<file path="src/rtl/sys_o_pkg.sv">
// Shared definitions for the sys_out write path: FSM state encoding,
// default geometry, and a small width helper.
package sys_o_pkg;

    localparam int FEATURE_BITS_D = 4;
    localparam int DATA_W_D       = 16;
    localparam int P_D            = 4;
    localparam int M_D            = 9;
    localparam int GAMMA_D        = 3;

    typedef enum logic [1:0] {
        IDLE    = 2'd0,
        COLLECT = 2'd1,
        SHIFT   = 2'd2,
        HANDOFF = 2'd3
    } sys_o_state_e;

    // Index width that stays at least one bit wide for degenerate sizes.
    function automatic int clog2_min1(input int v);
        int w;
        w = 1;
        while ((1 << w) < v) w++;
        return w;
    endfunction

endpackage

</file>
<file path="src/rtl/sys_o_wr_if.sv">
// Bundle between the systolic result stream, the sys_out DPR write port
// and the downstream address generator handshake.
interface sys_o_wr_if
    import sys_o_pkg::*;
#(
    parameter int FEATURE_BITS = FEATURE_BITS_D,
    parameter int DATA_W       = DATA_W_D,
    parameter int P            = P_D
) ();

    // Beat handshake: a beat transfers on a sys_clk edge where in_valid and
    // in_ready are both high; in_valid while in_ready is low is not consumed.
    logic                      frame_start;
    logic                      in_valid;
    logic [P*DATA_W-1:0]       in_data;
    logic                      in_ready;
    logic                      wr_en;
    logic [2*FEATURE_BITS-1:0] wr_addr;
    logic [DATA_W-1:0]         wr_data;
    logic                      ag_start;
    logic                      ag_done;
    logic                      busy;
    sys_o_state_e              dbg_state;

    modport master (
        input  frame_start, in_valid, in_data, ag_done,
        output in_ready, wr_en, wr_addr, wr_data, ag_start, busy, dbg_state
    );

    modport slave (
        output frame_start, in_valid, in_data, ag_done,
        input  in_ready, wr_en, wr_addr, wr_data, ag_start, busy, dbg_state
    );

endinterface

</file>
<file path="src/rtl/sys_o_ser.sv">
// P-lane hold register with a lane counter; presents the lane that follows
// the one currently being written.
module sys_o_ser
    import sys_o_pkg::*;
#(
    parameter int DATA_W = DATA_W_D,
    parameter int P      = P_D
) (
    input  logic                sys_clk,
    input  logic                reset_n,
    input  logic                load,
    input  logic                step,
    input  logic [P*DATA_W-1:0] beat,
    output logic                last_lane,
    output logic                next_is_last,
    output logic [DATA_W-1:0]   next_data
);

    localparam int LANE_W = clog2_min1(P);

    logic [P*DATA_W-1:0] hold;
    logic [LANE_W-1:0]   lane;

    always_ff @(posedge sys_clk) begin
        if (!reset_n) begin
            hold <= '0;
            lane <= '0;
        end else if (load) begin
            hold <= beat;
            lane <= '0;
        end else if (step && !last_lane) begin
            lane <= lane + LANE_W'(1);
        end
    end

    assign last_lane    = (int'(lane) == P - 1);
    assign next_is_last = (int'(lane) + 2 == P);

    always_comb begin
        next_data = '0;
        for (int k = 0; k < P; k++) begin
            if (int'(lane) + 1 == k) next_data = hold[k*DATA_W +: DATA_W];
        end
    end

endmodule

</file>
<file path="src/rtl/sys_o_wr.sv">
// Serialises P-lane systolic result beats into single-word sys_out DPR
// writes, then hands the finished frame to the address generator.
module sys_o_wr
    import sys_o_pkg::*;
#(
    parameter int FEATURE_BITS = FEATURE_BITS_D,
    parameter int DATA_W       = DATA_W_D,
    parameter int P            = P_D,
    parameter int M            = M_D,
    parameter int GAMMA        = GAMMA_D
) (
    input  logic      sys_clk,
    input  logic      reset_n,
    sys_o_wr_if.master bus
);

    localparam int              AW        = 2 * FEATURE_BITS;
    localparam int              N         = M * GAMMA;
    localparam logic [AW-1:0]   LAST_ADDR = AW'(N - 1);

    sys_o_state_e      state;
    logic [AW-1:0]     word_cnt;
    logic              in_ready_q;
    logic              wr_en_q;
    logic [AW-1:0]     wr_addr_q;
    logic [DATA_W-1:0] wr_data_q;
    logic              ag_start_q;
    logic              busy_q;

    logic              accept;
    logic              last_word;
    logic              step;
    logic              last_lane;
    logic              next_is_last;
    logic [DATA_W-1:0] next_data;

    assign accept    = bus.in_valid && in_ready_q;
    assign last_word = wr_en_q && (wr_addr_q == LAST_ADDR);
    assign step      = (state == SHIFT) && !last_word && !last_lane;

    sys_o_ser #(.DATA_W(DATA_W), .P(P)) u_ser (
        .sys_clk      (sys_clk),
        .reset_n      (reset_n),
        .load         (accept),
        .step         (step),
        .beat         (bus.in_data),
        .last_lane    (last_lane),
        .next_is_last (next_is_last),
        .next_data    (next_data)
    );

    always_ff @(posedge sys_clk) begin
        if (!reset_n) begin
            state      <= IDLE;
            word_cnt   <= '0;
            in_ready_q <= 1'b0;
            wr_en_q    <= 1'b0;
            wr_addr_q  <= '0;
            wr_data_q  <= '0;
            ag_start_q <= 1'b0;
            busy_q     <= 1'b0;
        end else begin
            wr_en_q <= 1'b0;
            case (state)
                IDLE: begin
                    if (bus.frame_start) begin
                        state      <= COLLECT;
                        word_cnt   <= '0;
                        in_ready_q <= 1'b1;
                        busy_q     <= 1'b1;
                    end
                end
                COLLECT, SHIFT: begin
                    if (state == SHIFT && last_word) begin
                        state      <= HANDOFF;
                        in_ready_q <= 1'b0;
                        ag_start_q <= 1'b1;
                    end else if (accept) begin
                        // Lane 0 goes straight from the bus; the rest come from the hold register.
                        state      <= SHIFT;
                        wr_en_q    <= 1'b1;
                        wr_addr_q  <= word_cnt;
                        wr_data_q  <= bus.in_data[DATA_W-1:0];
                        word_cnt   <= word_cnt + AW'(1);
                        in_ready_q <= (P == 1) && (word_cnt != LAST_ADDR);
                    end else if (state == SHIFT && last_lane) begin
                        state      <= COLLECT;
                        in_ready_q <= 1'b1;
                    end else if (state == SHIFT) begin
                        wr_en_q    <= 1'b1;
                        wr_addr_q  <= word_cnt;
                        wr_data_q  <= next_data;
                        word_cnt   <= word_cnt + AW'(1);
                        // Open the input only on the last lane of a beat that is not the frame's tail.
                        in_ready_q <= next_is_last && (word_cnt != LAST_ADDR);
                    end
                end
                HANDOFF: begin
                    if (bus.ag_done) begin
                        state      <= IDLE;
                        ag_start_q <= 1'b0;
                        busy_q     <= 1'b0;
                    end
                end
                default: state <= IDLE;
            endcase
        end
    end

    assign bus.in_ready  = in_ready_q;
    assign bus.wr_en     = wr_en_q;
    assign bus.wr_addr   = wr_addr_q;
    assign bus.wr_data   = wr_data_q;
    assign bus.ag_start  = ag_start_q;
    assign bus.busy      = busy_q;
    assign bus.dbg_state = state;

endmodule

</file>
<file path="src/flat_wrapper.sv">
// flat-port wrapper written by rule: the top's interface ports become plain ports
module sys_o_wr_flat import sys_o_pkg::*;
#(
    parameter int FEATURE_BITS = FEATURE_BITS_D,
    parameter int DATA_W       = DATA_W_D,
    parameter int P            = P_D,
    parameter int M            = M_D,
    parameter int GAMMA        = GAMMA_D
)
  (sys_clk, reset_n, bus_frame_start, bus_in_valid, bus_in_data, bus_ag_done, bus_in_ready, bus_wr_en, bus_wr_addr, bus_wr_data, bus_ag_start, bus_busy, bus_dbg_state);
  sys_o_wr_if #(.FEATURE_BITS(FEATURE_BITS), .DATA_W(DATA_W), .P(P)) bus_i ();
  input  logic sys_clk;
  input  logic reset_n;
  input wire logic [$bits(bus_i.frame_start)-1:0] bus_frame_start;
  input wire logic [$bits(bus_i.in_valid)-1:0] bus_in_valid;
  input wire logic [$bits(bus_i.in_data)-1:0] bus_in_data;
  input wire logic [$bits(bus_i.ag_done)-1:0] bus_ag_done;
  output wire logic [$bits(bus_i.in_ready)-1:0] bus_in_ready;
  output wire logic [$bits(bus_i.wr_en)-1:0] bus_wr_en;
  output wire logic [$bits(bus_i.wr_addr)-1:0] bus_wr_addr;
  output wire logic [$bits(bus_i.wr_data)-1:0] bus_wr_data;
  output wire logic [$bits(bus_i.ag_start)-1:0] bus_ag_start;
  output wire logic [$bits(bus_i.busy)-1:0] bus_busy;
  output wire logic [$bits(bus_i.dbg_state)-1:0] bus_dbg_state;
  assign bus_i.frame_start = bus_frame_start;
  assign bus_i.in_valid = bus_in_valid;
  assign bus_i.in_data = bus_in_data;
  assign bus_i.ag_done = bus_ag_done;
  assign bus_in_ready = bus_i.in_ready;
  assign bus_wr_en = bus_i.wr_en;
  assign bus_wr_addr = bus_i.wr_addr;
  assign bus_wr_data = bus_i.wr_data;
  assign bus_ag_start = bus_i.ag_start;
  assign bus_busy = bus_i.busy;
  assign bus_dbg_state = bus_i.dbg_state;
  sys_o_wr #(.FEATURE_BITS(FEATURE_BITS), .DATA_W(DATA_W), .P(P), .M(M), .GAMMA(GAMMA)) u_core (.sys_clk(sys_clk), .reset_n(reset_n), .bus(bus_i));
endmodule
</file>
<file path="config.mk">
export PLATFORM = sky130hd
export DESIGN_NAME = sys_o_wr_flat
export DESIGN_NICKNAME = d
export VERILOG_FILES = /design/src/rtl/sys_o_pkg.sv /design/src/rtl/sys_o_wr_if.sv /design/src/rtl/sys_o_ser.sv /design/src/rtl/sys_o_wr.sv /design/src/flat_wrapper.sv
export SDC_FILE = /design/constraint.sdc
export NUM_CORES = 1
export LEC_CHECK = 0
export ABC_CLOCK_PERIOD_IN_PS = 2300
export BUFFER_PORTS_ARGS = -buffer_cell sky130_fd_sc_hd__buf_2
export CAP_MARGIN = 20
export CORE_MARGIN = 2
export CORE_UTILIZATION = 44
export CTS_CLUSTER_DIAMETER = 200
export DETAILED_ROUTE_END_ITERATION = 8
export HOLD_SLACK_MARGIN = 0.12
export PLACE_DENSITY = 0.7
export SKIP_LAST_GASP = 1
export SYNTH_ARGS = -nofsm -noshare
export SYNTH_HDL_FRONTEND = slang
export SYNTH_SLANG_ARGS = --single-unit
</file>
<file path="constraint.sdc">
create_clock -name sys_clk -period 2.3 [get_ports sys_clk]
set_input_delay 0.345 -clock sys_clk [delete_from_list [all_inputs] [get_ports sys_clk]]
set_output_delay 0.345 -clock sys_clk [all_outputs]
set_load 0.005 [all_outputs]
</file>
==> flow_summary_export.csv <==
group,metric,value,unit
global_routing,grt_max_degree,55,
clock_tree,clk_latency,0.39,ns
placed_design,place_hpwl,9440,um
placed_design,port-buffer-count,98,
global_routing,grt_antenna_before_repair,0,
power_and_ir_drop,p_leak,2.07,nW
global_routing,grt_overflow,0,
synth,syn_inst,627,
drt,drc_errors,0,
worst_setup_path,worst_setup_path_end_kind,"register",
worst_setup_path,cp_slowest_cell,"a2111o_1",
drt,vias,4771,
clock_tree,clock_sinks,104,
timing,layout_min_cycle_time,2.23,ns
die,coreArea,10800,sq um
die,die_w,109,um
finish,drive_gt1_share,19.9,%
timing,setup_viol,0,
drt,drt-vias-per-instance,5.63,
synth,synth-main-ff-cell,"dfxtp_1",
timing,rsz0062_at_grt,"no",
timing,tightest_slew,0.569,ns
drt,totalWireLength,13600,um
worst_hold_path,holdCritStartpoint,"bus_in_data[23]",
finish,design_area,5680,sq um
die,die_h,109,um
timing,drv_slew,0,
worst_setup_path,worst-setup-path-type,"reg -> reg",
finish,insertedDiodeCount,0,
synth,synth.avg_cell_area,7.80,sq um
synth,synthArstFlopShare,0,%
global_routing,grt_first_pass_wirelength,21400,um
worst_hold_path,min_path_type,"in -> reg",
worst_setup_path,crit_start,"u_core.bus.dbg_state[1]",
synth,synth_top_area_cell,"dfxtp_1",
worst_setup_path,crit_path_max_incr_delay,0.54,ns
finish,syn_to_final_growth,16.2,%
worst_setup_path,r2r_setup_slack,0.07,ns
clock_tree,clockRootBuffer,"clkbuf_8",
worst_setup_path,worstPathArrival,2.53,ns
worst_setup_path,r2r_start,"u_core.bus.dbg_state[1]",
finish,nets,784,
synth,ys_types,52,
placed_design,gp_congestion,0.870,
global_routing,grt_use_total,22.7,%
timing,max_freq,449,MHz
die,floorplan.initialDensity,45.1,%
drt,wl_per_cell,16.1,um
placed_design,dpl_cell_area,5500,sq um
worst_setup_path,cp_max_fo,9,
synth,yosys.area.top_type_share,42.6,%
timing,finClkSkew,0.0147,ns
die,rows,38,
run,maxCapViolCount,0,
clock_tree,cts_buffer_depth,2,
drt,drt_first_iter_violations,389,
synth,synth_nets,709,
clock_tree,clk_pin_slew,0.11,ns
power_and_ir_drop,pwr_density_cell,688,nW/um^2
synth,synth_area,4890,sq um
synth,netlist_top_cells_count,"nand2_1 (140), a21oi_1 (110), dfxtp_1 (104), clkbuf_1 (50), o21ai_0 (42)",
die,ios,99,
synth,yosysWarnings,0,
global_routing,grt_pass1_vias,4223,
drt,firstDrtPassIters,6,
finish,layoutNonFillerInstCount,847,
finish,fillers,1055,
clock_tree,tritoncts,"built",
timing,slew_headroom,62.1,%
run_status,outcome,"finished, final reports clean",
timing,fin_crit_sh,96.8,%
drt,detail-route-antenna-nets,0,
placed_design,dp_cells,831,
clock_tree,htree_levels,3,
power_and_ir_drop,power,3.91,mW
clock_tree,postCtsSetupBuffers,0,
clock_tree,cts_inserted_buffers,9,
die,die_area,12000,sq um
synth,synth_seq_cells,104,
worst_setup_path,path_cells,"inv_1 -> ha_1 -> and3_4 -> a2111o_1 -> or4_1 -> a21oi_1",
timing,timing.final.hold_violations,0,
synth,synthMostInstantiatedCell,"nand2_1",
worst_setup_path,start_kind,"register",
timing,setup-tns-final,0,ns
power_and_ir_drop,ir_drop,0.288,mV
worst_setup_path,required,2.61,ns
synth,synth_edf_count,0,
synth,yosysSeqAreaShare,42.6,%
synth,yosys-top-cells-area,"dfxtp_1 (43%), a21oi_1 (11%), nand2_1 (11%)",
[flip-flops by register name (all words and copies together), names as in the netlist]
register / cells
u_core.u_ser.hold: 64
u_core.bus.wr_data: 16
u_core.bus.wr_addr: 8
u_core.word_cnt: 8
u_core.bus.dbg_state: 2
u_core.u_ser.lane: 2
u_core.bus.ag_start: 1
u_core.bus.busy: 1
u_core.bus.in_ready: 1
u_core.bus.wr_en: 1
[where the power goes]
part           total [mW]  switching (mW)  internal (mW)
combinational       0.832           0.523          0.310
clock                1.08           0.677          0.403
sequential           2.00          0.0746           1.93
total                3.91            1.27           2.64
[area by class of cell]
class / instances / area, sq um / share of cell area (%)
multi-input combinational: 446 / 2500 / 44.0
clock inverter: 7 / 55.1 / 0.969
clock buffer: 9 / 124 / 2.18
sequential: 104 / 2080 / 36.6
tap: 140 / 175 / 3.08
timing repair buffer: 117 / 658 / 11.6
inverter: 24 / 90.1 / 1.58
[stage by stage]
stage	setup slack [ns]	utilization [%]	hold WS (ns)
global route	0.00417	52.4	0.184
detailed placement	0.0259	50.8	0.448
floorplan	0.196	-	0.434
finish	0.0742	52.4	0.186
CTS	0.0945	52.4	0.181
global placement	0.130	50.8	0.442
[path summary, 6_finish.rpt]
| kind | end | depth (start not counted) |
|---|---|---|
| max | u_core.word_cnt[1] | 6 |
| min | u_core.u_ser.hold[23] | 3 |
| max reg2reg | u_core.word_cnt[1] | 6 |
| min reg2reg | u_core.u_ser.hold[40] | 2 |
[logic make-up (layout without fill, tap and decap cells)]
| group | after synthesis | count (layout) | share of synthesized area (%) |
|---|---|---|---|
| AOI/OAI and AO/OA | 229 | 229 | 28.3 |
| xor gates and xnor gates | 1 | 1 | 0.179 |
| adders and majority gates | 13 | 13 | 3.33 |
| buffers and inverters | 77 | 157 | 6.35 |
| DFF | 104 | 104 | 42.6 |
| muxes | 3 | 3 | 0.614 |
| and+or+nand+nor | 200 | 200 | 18.7 |
[critical path: cells and delay by family (launching register included)]
family	cells	cell delay [ns]
AOI/OAI and AO/OA	2	0.69
adders and majority gates	1	0.32
buffers and inverters	1	0.12
DFF	1	0.42
and+or+nand+nor	2	0.60
[cell usage in the layout (no fill, tap or decap), drive strengths merged, types with 3 or more instances in the layout]
cell type and instances:
nand2 141, buf 117, a21oi 111, dfxtp 104
o21ai 47, inv 26, nand3b 18, o31ai 18
a221oi 16, o211ai 16, nand3 13, ha 13
clkbuf 9, nor2 7, nand4 4, o311ai 4
a31oi 3, mux2i 3, clkinv 3
[metal layers]
layer | wire, um | GRT usage [%]
met5 | 0 | 0
met4 | 202 | 9.49
met3 | 991 | 4.03
met2 | 5820 | 31.7
met1 | 6620 | 34.0
[timing repair]
action	4_1_cts	5_1_grt
hold buffers	0	0
resized for setup	1	0
setup endpoints to repair	1	0
No activity file was read; power rests on OpenSTA's default activity.
